<file path="config.mk">
export PLATFORM = sky130hd
export DESIGN_NAME = ssrv_mem_arbiter
export DESIGN_NICKNAME = d
export VERILOG_FILES = /design/src/rtl/ssrv_mem_arbiter.sv
export SDC_FILE = /design/constraint.sdc
export NUM_CORES = 1
export LEC_CHECK = 0
export BUFFER_PORTS_ARGS = -buffer_cell sky130_fd_sc_hd__buf_2
export CAP_MARGIN = 10
export CORE_AREA = 3 3 108 110
export DETAILED_ROUTE_END_ITERATION = 10
export DIE_AREA = 0 0 111 113
export GPL_TIMING_DRIVEN = 0
export PLACE_DENSITY = 0.43
export SETUP_SLACK_MARGIN = 0.1
export SYNTH_ARGS = -nofsm -noshare
export SYNTH_HDL_FRONTEND = slang
export SYNTH_SLANG_ARGS = --single-unit
</file>
<file path="constraint.sdc">
create_clock -name clk -period 1.95 [get_ports clk]
set_clock_uncertainty 0.15 [all_clocks]
set_input_delay 0.195 -clock clk [delete_from_list [all_inputs] [get_ports clk]]
set_output_delay 0.195 -clock clk [all_outputs]
set_load 0.02 [all_outputs]
</file>
<file path="src/rtl/ssrv_mem_arbiter.sv">
`default_nettype none
// ============================================================================
// Module   : ssrv_mem_arbiter
// Purpose  : Two-requester (instruction / data) arbiter in front of a single
//            memory port. It allows at most one outstanding access at a time.
//            Simultaneous requests are resolved round-robin, with dmem winning
//            the first tie after reset. A dmem request with width code ERROR
//            is acknowledged locally and answered with RDY_ER.
// Ports    : clk, reset            - clock, synchronous active-high reset
//            imem_*                - instruction requester (word reads/writes)
//            dmem_*                - data requester (byte/hword/word)
//            mem_*                 - shared memory request / return
// Config   : SSRV_ARB_TIMEOUT_EN   - when defined, a BUSY access that sees no
//                                    response for TIMEOUT cycles is answered
//                                    with RDY_ER and the arbiter returns to IDLE
// Revision : 1.0 - initial release
// ============================================================================
module ssrv_mem_arbiter #(
    parameter int AWIDTH  = 32,
    parameter int DWIDTH  = 32,
    parameter int TIMEOUT = 255
) (
    input  logic              clk,
    input  logic              reset,
    // instruction requester
    input  logic              imem_req,
    input  logic              imem_cmd,
    input  logic [AWIDTH-1:0] imem_addr,
    output logic              imem_req_ack,
    output logic [DWIDTH-1:0] imem_rdata,
    output logic [1:0]        imem_resp,
    // data requester
    input  logic              dmem_req,
    input  logic              dmem_cmd,
    input  logic [1:0]        dmem_width,
    input  logic [AWIDTH-1:0] dmem_addr,
    input  logic [DWIDTH-1:0] dmem_wdata,
    output logic              dmem_req_ack,
    output logic [DWIDTH-1:0] dmem_rdata,
    output logic [1:0]        dmem_resp,
    // shared memory port
    output logic              mem_req,
    output logic              mem_cmd,
    output logic [1:0]        mem_width,
    output logic [AWIDTH-1:0] mem_addr,
    output logic [DWIDTH-1:0] mem_wdata,
    input  logic              mem_req_ack,
    input  logic [DWIDTH-1:0] mem_rdata,
    input  logic [1:0]        mem_resp
);

    localparam logic [1:0] c_resp_notrdy = 2'd0;
    localparam logic [1:0] c_resp_rdy_er = 2'd2;
    localparam logic [1:0] c_width_word  = 2'd2;
    localparam logic [1:0] c_width_error = 2'd3;

    if (TIMEOUT < 1 || TIMEOUT > 65535) begin : g_timeout_range
        $error("ssrv_mem_arbiter: TIMEOUT must be in 1..65535");
    end

    typedef enum logic [1:0] {
        ST_IDLE   = 2'd0,
        ST_I_BUSY = 2'd1,
        ST_D_BUSY = 2'd2,
        ST_D_ERR  = 2'd3
    } state_t;

    state_t r_state;
    state_t w_state_nxt;
    // Set when dmem received the most recent grant; a tie goes to the other side.
    logic   r_last_d;
    logic   w_last_d_nxt;
    logic   w_sel_d;
    logic   w_sel_i;
    logic   w_timeout;

    always_ff @(posedge clk) begin
        if (reset) begin
            r_state  <= ST_IDLE;
            r_last_d <= 1'b0;
        end else begin
            r_state  <= w_state_nxt;
            r_last_d <= w_last_d_nxt;
        end
    end

`ifdef SSRV_ARB_TIMEOUT_EN
    // r_busy_cnt holds the number of BUSY cycles already elapsed, so the
    // TIMEOUT-th BUSY cycle is the one where it equals TIMEOUT-1.
    logic [15:0] r_busy_cnt;
    logic        w_busy;

    assign w_busy = (r_state == ST_I_BUSY) || (r_state == ST_D_BUSY);

    always_ff @(posedge clk) begin
        if (reset || !w_busy || (w_state_nxt != r_state)) begin
            r_busy_cnt <= '0;
        end else begin
            r_busy_cnt <= r_busy_cnt + 16'd1;
        end
    end

    assign w_timeout = w_busy && (r_busy_cnt == 16'(TIMEOUT - 1));
`else
    assign w_timeout = 1'b0;
`endif

    always_comb begin
        w_state_nxt  = r_state;
        w_last_d_nxt = r_last_d;
        imem_req_ack = 1'b0;
        imem_rdata   = '0;
        imem_resp    = c_resp_notrdy;
        dmem_req_ack = 1'b0;
        dmem_rdata   = '0;
        dmem_resp    = c_resp_notrdy;
        mem_req      = 1'b0;
        mem_cmd      = 1'b0;
        mem_width    = 2'd0;
        mem_addr     = '0;
        mem_wdata    = '0;
        w_sel_d      = dmem_req && (!imem_req || !r_last_d);
        w_sel_i      = imem_req && !w_sel_d;

        // Outputs are held at zero throughout reset, including the
        // combinational forwarding path of IDLE.
        if (!reset) begin
            case (r_state)
                ST_IDLE: begin
                    if (w_sel_d) begin
                        if (dmem_width == c_width_error) begin
                            // Illegal width never reaches memory.
                            dmem_req_ack = 1'b1;
                            w_last_d_nxt = 1'b1;
                            w_state_nxt  = ST_D_ERR;
                        end else begin
                            mem_req   = 1'b1;
                            mem_cmd   = dmem_cmd;
                            mem_width = dmem_width;
                            mem_addr  = dmem_addr;
                            mem_wdata = dmem_wdata;
                            if (mem_req_ack) begin
                                dmem_req_ack = 1'b1;
                                w_last_d_nxt = 1'b1;
                                w_state_nxt  = ST_D_BUSY;
                            end
                        end
                    end else if (w_sel_i) begin
                        mem_req   = 1'b1;
                        mem_cmd   = imem_cmd;
                        mem_width = c_width_word;
                        mem_addr  = imem_addr;
                        if (mem_req_ack) begin
                            imem_req_ack = 1'b1;
                            w_last_d_nxt = 1'b0;
                            w_state_nxt  = ST_I_BUSY;
                        end
                    end
                end
                ST_I_BUSY: begin
                    if (mem_resp != c_resp_notrdy) begin
                        imem_resp   = mem_resp;
                        imem_rdata  = mem_rdata;
                        w_state_nxt = ST_IDLE;
                    end else if (w_timeout) begin
                        imem_resp   = c_resp_rdy_er;
                        w_state_nxt = ST_IDLE;
                    end
                end
                ST_D_BUSY: begin
                    if (mem_resp != c_resp_notrdy) begin
                        dmem_resp   = mem_resp;
                        dmem_rdata  = mem_rdata;
                        w_state_nxt = ST_IDLE;
                    end else if (w_timeout) begin
                        dmem_resp   = c_resp_rdy_er;
                        w_state_nxt = ST_IDLE;
                    end
                end
                ST_D_ERR: begin
                    dmem_resp   = c_resp_rdy_er;
                    w_state_nxt = ST_IDLE;
                end
                default: begin
                    w_state_nxt = ST_IDLE;
                end
            endcase
        end
    end

endmodule
`default_nettype wire
</file>
==> results.sh, run 1 <==
export IMPL_status="complete, but fails checks"
export IMPL_violations="setup timing"
export IMPL_required_ps=1600
export IMPL_port_buffers=275
export IMPL_drtIter0Drc=111
export IMPL_r2r_end="r_state[0]"
export IMPL_synth_flop_cell="dfxtp_1"
export IMPL_first_pass_iters=4
export IMPL_ys_types=27
export IMPL_netlist_top_cells_area="and2_1 (42%), a22oi_1 (17%), nor2_1 (10%), dfxtp_1 (4.2%), buf_2 (3.5%)"
export IMPL_path_cells="a21bo_4 -> a21oi_4 -> and2b_4 -> buf_6 -> and2_4 -> buf_6"
export IMPL_setup_slack_ps=-53.3
export IMPL_fin_util_pct=43.1
export IMPL_clk_pin_slew_ps=30
export IMPL_hold_path_depth=2
export IMPL_multi_input_area_um2=1720
export IMPL_antenna_found_initial=4
export IMPL_synth_warnings=0
export IMPL_cp_top_family="compound AO/OA/AOI/OAI gates"
export IMPL_maxSlewViolCount=0
export IMPL_postCtsHoldBufs=0
export IMPL_antenna_left=0
export IMPL_dieHeight_um=113
export IMPL_grt_pass1_vias=3234
export IMPL_gp_congestion=0.889
export IMPL_p_leak_nw=2.41
export IMPL_cts_buffers=3
export IMPL_finalCriticalPeriod_ps=2000
export IMPL_start_util_pct=13.4
export IMPL_syn_to_final_growth_pct=222
export IMPL_cp_slowest_cell="dfxtp_2"
export IMPL_yosys_register_bits=3
export IMPL_core_area_um2=10800
export IMPL_powerDensity_nw_per_um2=301
export IMPL_cts_tree="done"
export IMPL_grt_first_pass_wirelength_um=17900
export IMPL_cts_sinks=3
export IMPL_grt_ovfl_total=0
export IMPL_hold_viol=0
export IMPL_via_per_inst=4.38
export IMPL_reg2reg_slack_ps=210
export IMPL_tightest_slew_ps=374
export IMPL_std_cell_rows=38
export IMPL_drc_errors=0
export IMPL_synthTopCellsByCount="and2_1 (96), nor2_1 (39), a22oi_1 (33), buf_2 (10), clkbuf_1 (10)"
export IMPL_start_kind="register"
export IMPL_drive_gt1_share_pct=85.1
export IMPL_regArea_um2=68.8
export IMPL_hold_end="r_state[0]"
export IMPL_cts_root_buffer="clkbuf_8"
export IMPL_r2r_cells=6
export IMPL_setup_viol=36
export IMPL_drv_cap=0
export IMPL_clock_latency_ps=220
export IMPL_slew_headroom_pct=75.0
export IMPL_crit_top_cell="buf_6"
export IMPL_yosysSeqAreaShare_pct=4.16
export IMPL_syn_inst=234
export IMPL_yosys_area_top_type_share_pct=41.6
export IMPL_wl_um=12300
export IMPL_yosysTopAreaCell="and2_1"
export IMPL_hold_path_class="input port to register"
export IMPL_ir_drop_v=0.000160
export IMPL_r2r_start="r_state[0]"
export IMPL_cts_path_max_buffers=2
export IMPL_cp_data_arrival_time_ps=1660
export IMPL_async_flop_share_pct=0
export IMPL_end_kind="primary output"
export IMPL_fp_dieW_um=111
export IMPL_grt_setup_unrepaired="true"
export IMPL_critical_path_max_stage_delay_ps=320
export IMPL_hold_start="reset"
export IMPL_route_vias_total=2984
export IMPL_cp_max_fo=8
export IMPL_synth_edff_count=0
export IMPL_netlist_area_um2=1450
export IMPL_fin_crit_sh_pct=103
export IMPL_grt_max_degree=11
export IMPL_die_area_um2=12500
export IMPL_criticalPathCategory="register to primary output"
export IMPL_whs_ps=166
export IMPL_hpwlAfterDp_um=8710
export IMPL_htree_levels=1
export IMPL_wl_per_cell_um=18.1
export IMPL_grtUsageTotal_pct=17.6
export IMPL_cp_num_buf_inv=2
export IMPL_max_freq_mhz=499
export IMPL_num_io_pins=277
export IMPL_nets=682
export IMPL_num_fill_cells=1022
export IMPL_synth_fp_nets=377
export IMPL_yosys_cell_count_top_type="and2_1"
export IMPL_syn_area_per_cell_um2=6.18
worst max path at each step:
stage | start | to | slack, ps | depth (start not counted)
after CTS | r_last_d | mem_wdata[28] | -60 | 6
after detailed placement | r_last_d | mem_addr[9] | -420 | 6
final | r_last_d | mem_wdata[16] | -50 | 6
after floorplan | r_last_d | mem_addr[10] | 220 | 5
after global placement | r_last_d | mem_addr[3] | -460 | 6
after global routing | r_last_d | mem_wdata[16] | -130 | 6
cells by family after synthesis:
logic type / Yosys count / share of synthesized area, %
flip-flops: 3 / 4.16
adder cells (fa/ha/maj): 4 / 3.46
AO/OA/AOI/OAI: 49 / 24.8
buffers and inverters: 26 / 7.62
AND/OR/NAND/NOR: 152 / 59.9
per-layer routing:
metal / share of wire (%) / GRT usage, % / wire length, µm / vias to the layer above
met2: 54 / 34.6 / 6640 / 194
met1: 34 / 17.8 / 4170 / 1365
li1: - / - / - / 1403
met3: 9.3 / 4.60 / 1140 / 22
met4: 3.1 / 6.08 / 381 / 0
met5: 0 / 0 / 0 / -
sequential cells by signal (all words and copies together), names as in the netlist:
register and count:
r_last_d 1, r_state 2
per-stage QoR:
stage	setup WS, ps	power, mW	std cells	instance area, µm²	setup TNS (ps)
5_1_grt	-127	1.48	682	4660	-5320
6_report	-53.3	1.40	682	4660	-1220
3_5_place_dp	-420	0.818	649	3000	-27490
3_3_place_gp	-460	0.814	649	3000	-25270
2_1_floorplan	222	0.476	234	1450	0
4_1_cts	-60.1	1.30	674	4330	-1660
layout by cell type (no fill, tap or decap), drive strengths merged, types with 2 or more instances in the layout:
cell,Yosys,final
a21oi,7,7
a22oi,33,33
and2,96,96
and3b,3,3
buf,10,314
clkbuf,10,10
dfxtp,3,3
diode,0,4
ha,4,4
inv,6,6
nand2,2,2
nand2b,2,2
nor2,39,39
nor3,2,2
nor3b,3,3
o21ai,3,3
final cells by class:
class	instances	share of cell area, %
antenna	4	0.215
buffer	20	5.27
clock buffer	4	0.967
inverter	6	0.591
multi-input combinational	205	36.9
sequential	3	1.48
tap	140	3.76
timing repair buffer	300	50.8
report_power, final:
part	total, mW	internal [mW]	switching [mW]	leakage, nW
Combinational	1.14	0.585	0.553	2.36
Sequential	0.0784	0.0692	0.00923	0.0264
Clock	0.184	0.140	0.0447	0.0228
worst reg2reg max path, cell delays in order (launching register included):
cell     delay (ps)
dfxtp_4         380
inv_4            60
ha_4            220
nor3b_1         160
nor2_1          110
or4b_1          450
a21oi_1         140
repair_timing:
item / 4_1_cts / 5_1_grt
endpoints found under the setup margin: 134 / 132
pin swaps: 61 / 62
endpoints found under the hold margin: 0 / 0
gates cloned: 8 / 3
setup buffers: 13 / 1
gates resized for setup: 356 / 90
Power figures use the tool's default switching activity.
==> inputs of run 2 (changes only) <==
--- a/config.mk
+++ b/config.mk
@@ -10,7 +10,7 @@
 export CORE_AREA = 3 3 108 110
 export DETAILED_ROUTE_END_ITERATION = 10
 export DIE_AREA = 0 0 111 113
-export GPL_TIMING_DRIVEN = 0
+export GPL_TIMING_DRIVEN = 1
 export PLACE_DENSITY = 0.43
 export SETUP_SLACK_MARGIN = 0.1
 export SYNTH_ARGS = -nofsm -noshare
==> run 2 against run 1 <==
The flow still finishes with violations (setup timing). Critical path depth increased by 1. Critical path type unchanged. Die area unchanged. Largest power group unchanged. Utilization down 0.92 points. Wire length up 1.4%. Sequential power is 3.8% lower.
==> results.sh, run 2 (synthesis results as in run 1) <==
export IMPL_status="complete, but fails checks"
export IMPL_violations="setup timing"
export IMPL_port_buffers=276
export IMPL_powerDensity_nw_per_um2=301
export IMPL_end_kind="primary output"
export IMPL_core_area_um2=10800
export IMPL_cp_data_arrival_time_ps=1610
export IMPL_grt_first_pass_wirelength_um=16100
export IMPL_grt_ovfl_total=0
export IMPL_hold_end="r_state[0]"
export IMPL_finalPower_mw=1.37
export IMPL_first_pass_iters=4
export IMPL_setup_viol=7
export IMPL_maxSlewViolCount=0
export IMPL_reg2reg_slack_ps=240
export IMPL_seqPwrFrac_pct=5.5
export IMPL_clk_pin_slew_ps=40
export IMPL_antenna_found_initial=2
export IMPL_nets=672
export IMPL_hold_start="reset"
export IMPL_reg_largest_list="r_state x2, r_last_d x1"
export IMPL_ir_drop_v=0.000177
export IMPL_hpwlAfterDp_um=8540
export IMPL_num_fill_cells=1049
export IMPL_final_common_cell="buf_2"
export IMPL_drtIter0Drc=135
export IMPL_start_kind="register"
export IMPL_max_freq_mhz=511
export IMPL_combPwrFrac_pct=80.8
export IMPL_fin_tns_setup_ps=-21.3
export IMPL_finalCriticalPeriod_ps=1960
export IMPL_grt_pass1_vias=3008
export IMPL_hold_viol=0
export IMPL_wl_per_cell_um=18.7
export IMPL_drive_gt1_share_pct=82.8
export IMPL_wl_um=12500
export IMPL_required_ps=1600
export IMPL_cellInternalPower_mw=0.783
export IMPL_clkPwrFrac_pct=13.7
export IMPL_cts_root_buffer="clkbuf_8"
export IMPL_final_cell_mix="buf_2 (143), buf_6 (105), and2_4 (95)"
export IMPL_fp_dieW_um=111
export IMPL_cts_sinks=3
export IMPL_std_cell_rows=38
export IMPL_grt_max_degree=33
export IMPL_antenna_left=0
export IMPL_hold_path_class="input port to register"
export IMPL_tightest_slew_ps=347
export IMPL_gp_congestion=0.859
export IMPL_grt_setup_unrepaired="true"
export IMPL_final_cell_count_no_fill=669
export IMPL_dp_slack_ps=52.6
export IMPL_start_util_pct=13.4
export IMPL_switching_share_pct=43.0
export IMPL_grtUsageTotal_pct=15.9
export IMPL_criticalPathCategory="register to primary output"
export IMPL_cts_path_max_buffers=2
export IMPL_cts_buffers=3
export IMPL_via_per_inst=4.42
export IMPL_setup_slack_ps=-7.41
export IMPL_num_io_pins=277
export IMPL_r2r_end="r_state[0]"
export IMPL_r2r_start="r_state[0]"
export IMPL_hold_path_depth=2
export IMPL_clock_latency_ps=220
export IMPL_r2r_cells=6
export IMPL_p_leak_nw=2.37
export IMPL_cp_max_fo=8
export IMPL_largest_register="r_state"
export IMPL_fin_util_pct=42.2
export IMPL_htree_levels=1
export IMPL_largest_reg_flops=2
export IMPL_drc_errors=0
export IMPL_postCtsHoldBufs=0
export IMPL_slew_headroom_pct=76.8
export IMPL_placed_cells=642
export IMPL_drv_cap=0
export IMPL_cts_tree="done"
export IMPL_route_vias_total=2955
export IMPL_dieHeight_um=113
export IMPL_die_area_um2=12500
export IMPL_syn_to_final_growth_pct=215
export IMPL_fin_crit_sh_pct=100
export IMPL_p_switching_mw=0.590
-- run 2: area by class of cell --
type	count	area, µm²	share of cell area, %
Timing Repair Buffer	310	2590	56.8
Multi-Input combinational cell	205	1660	36.4
Tap cell	140	175	3.84
Sequential cell	3	63.8	1.40
Clock buffer	4	45.0	0.988
Inverter	6	25.0	0.549
Antenna cell	1	2.50	0.0549
-- run 2: critical path, cell delays in order, from the launching register on --
cell	delay [ps]
dfxtp_2	350
buf_6	120
ha_4	130
nor3b_4	220
buf_6	160
clkbuf_16	150
and2_4	140
buf_6	110
-- run 2: power by group through the flow --
stage,sequential (mW),combinational (mW),clock (mW)
finish,0.0754,1.11,0.188
global route,0.0762,1.18,0.194
CTS,0.0732,0.949,0.190
detailed placement,0.0749,0.764,0
global placement,0.0740,0.761,0
floorplan,0.0738,0.402,0
-- run 2: worst max path at each step --
stage | startpoint | end | cells after the start
after CTS | r_state[0] | mem_wdata[8] | 7
after global routing | r_state[0] | imem_rdata[15] | 7
final | r_state[0] | imem_rdata[15] | 7
after global placement | r_last_d | mem_addr[12] | 6
after floorplan | r_last_d | mem_addr[10] | 5
after detailed placement | r_last_d | mem_addr[13] | 6
-- run 2: repair_timing --
action	in CTS	in global routing
gates resized for setup	213	157
setup buffers	10	3
gates cloned	2	7
pin swaps	13	74
setup endpoints to repair	134	133
-- run 2: layer usage --
layer	track usage, %	wire (µm)	up-vias
met2	33.9	7220	181
met5	0	7	-
met1	15.1	3810	1385
li1	-	-	1370
met3	3.80	1240	17
met4	3.28	235	2
-- run 2: stage by stage --
stage	hold WS [ps]	area (µm²)
2_1_floorplan	287	1450
3_3_place_gp	353	3080
3_5_place_dp	357	3080
4_1_cts	154	3890
5_1_grt	180	4560
6_report	154	4560
==> inputs of run 3 (changes only) <==
--- a/config.mk
+++ b/config.mk
@@ -8,10 +8,10 @@
 export BUFFER_PORTS_ARGS = -buffer_cell sky130_fd_sc_hd__buf_2
 export CAP_MARGIN = 10
 export CORE_AREA = 3 3 108 110
+export CTS_CLUSTER_SIZE = 10
 export DETAILED_ROUTE_END_ITERATION = 10
 export DIE_AREA = 0 0 111 113
 export GPL_TIMING_DRIVEN = 1
-export PLACE_DENSITY = 0.43
 export SETUP_SLACK_MARGIN = 0.1
 export SYNTH_ARGS = -nofsm -noshare
 export SYNTH_HDL_FRONTEND = slang
==> run 3 against run 2 <==
The run now ends clean. Critical path depth is 1 lower. Count of clock-buffer cells in the layout stayed put. Final area is 3.0% lower.
==> results.sh, run 3 (synthesis results as in run 1) <==
export IMPL_finalPower_mw=1.35
export IMPL_hpwlAfterDp_um=8010
export IMPL_clock_latency_ps=220
export IMPL_grt_pass1_vias=2836
export IMPL_cts_sinks=3
export IMPL_powerDensity_nw_per_um2=306
export IMPL_grt_setup_unrepaired="true"
export IMPL_status="complete, no violations"
export IMPL_reg_largest_list="r_state x2, r_last_d x1"
export IMPL_cts_root_buffer="clkbuf_8"
export IMPL_fin_tns_setup_ps=0
export IMPL_design_area_um2=4420
export IMPL_cp_num_buf_inv=2
export IMPL_cts_buffers=3
export IMPL_syn_to_final_growth_pct=206
export IMPL_core_area_um2=10800
export IMPL_drc_errors=0
export IMPL_criticalPathCategory="register to primary output"
export IMPL_antenna_found_initial=1
export IMPL_cp_max_fo=16
export IMPL_die_area_um2=12500
export IMPL_grt_ovfl_total=0
export IMPL_std_cell_rows=38
export IMPL_end_kind="primary output"
export IMPL_grt_max_degree=40
export IMPL_grt_first_pass_wirelength_um=15300
export IMPL_post_dp_cell_area_um2=3080
export IMPL_placed_cells=639
export IMPL_regArea_um2=63.8
export IMPL_hold_path_class="input port to register"
export IMPL_critical_path_max_stage_delay_ps=330
export IMPL_cts_tree="done"
export IMPL_final_cell_count_no_fill=660
export IMPL_hold_viol=0
export IMPL_maxSlewViolCount=0
export IMPL_cp_data_arrival_time_ps=1600
export IMPL_via_per_inst=4.50
export IMPL_gp_congestion=0.875
export IMPL_largest_reg_flops=2
export IMPL_dieHeight_um=113
export IMPL_multi_input_area_um2=1610
export IMPL_cp_top_family="simple AND/OR/NAND/NOR gates"
export IMPL_route_vias_total=2969
export IMPL_wl_per_cell_um=19.3
export IMPL_required_ps=1600
export IMPL_wl_um=12800
export IMPL_path_cells="a21bo_4 -> a21oi_4 -> and2b_4 -> buf_12 -> and2_1 -> buf_6"
export IMPL_start_util_pct=13.4
export IMPL_cp_slowest_cell="dfxtp_2"
export IMPL_finalCriticalPeriod_ps=1940
export IMPL_nets=663
export IMPL_final_common_cell="buf_2"
export IMPL_num_io_pins=277
export IMPL_final_cell_mix="buf_2 (144), buf_6 (103), and2_4 (83)"
export IMPL_drv_cap=0
export IMPL_drtIter0Drc=144
export IMPL_drive_gt1_share_pct=78.8
export IMPL_setup_viol=0
export IMPL_largest_register="r_state"
export IMPL_cts_path_max_buffers=2
export IMPL_fin_crit_sh_pct=99.7
export IMPL_slew_headroom_pct=69.0
export IMPL_first_pass_iters=4
export IMPL_fp_dieW_um=111
export IMPL_start_kind="register"
export IMPL_p_leak_nw=2.31
export IMPL_fin_util_pct=41.0
export IMPL_clk_pin_slew_ps=30
export IMPL_tightest_slew_ps=460
export IMPL_port_buffers=276
export IMPL_htree_levels=1
export IMPL_antenna_left=0
export IMPL_max_freq_mhz=514
export IMPL_ir_drop_v=0.000165
export IMPL_grtUsageTotal_pct=14.9
export IMPL_num_fill_cells=1033
==> run 3: changes by cell type in the layout (fill, tap and decap cells not counted), sizes merged <==
cell / delta
buf: -10
clkbuf: +1
==> run 3: through the flow <==
step	setup slack [ps]	hold slack, ps
2_1_floorplan	222	287
3_3_place_gp	175	362
3_5_place_dp	160	356
4_1_cts	-20.8	152
5_1_grt	-63.2	206
6_report	5.63	162
==> run 3: worst reg2reg max path, cell delays in order, from the launching register on <==
cell and delay (ps):
dfxtp_2 350, inv_4 50, ha_4 220, nor3b_1 150, nor2_1 110, or4b_1 450
a21oi_1 140
==> run 3: power by group <==
group          total [mW]  internal (mW)  switching [mW]
registers          0.0763         0.0697         0.00660
logic                1.09          0.546           0.544
clock network       0.187          0.140          0.0472
total                1.35          0.756           0.598
==> run 3: final timing paths <==
| check | slack (ps) | cells after the start | end | from |
|---|---|---|---|---|
| worst max register to register | 260 | 6 | r_state[0] | r_state[0] |
| worst min register to register | 460 | 2 | r_last_d | r_last_d |
| worst max-delay path | 6 | 6 | mem_wdata[3] | r_last_d |
| worst min-delay path | 160 | 2 | r_state[1] | reset |
==> run 3: layout make-up <==
cell class                      count  share of cell area [%]
Clock buffer                        4                    1.02
Antenna cell                        1                  0.0566
Sequential cell                     3                    1.44
Multi-Input combinational cell    205                    36.4
Timing Repair Buffer              301                    56.5
Inverter                            6                   0.566
Tap cell                          140                    3.96
==> run 3: routing by layer <==
metal / vias to the layer above / global-route usage (%) / part of all wire [%]
met5: - / 0 / 0
met4: 0 / 3.20 / 2.0
met3: 18 / 4.17 / 10
met2: 209 / 27.9 / 53
met1: 1388 / 16.9 / 34
li1: 1354 / - / -
==> run 3: timing repair <==
| action | CTS | global route |
|---|---|---|
| setup buffers | 1 | 5 |
| hold buffers | 0 | 0 |
| setup endpoints to repair | 130 | 134 |
| resized for setup | 110 | 233 |
| cloned | 0 | 10 |
| pin swaps | 4 | 79 |
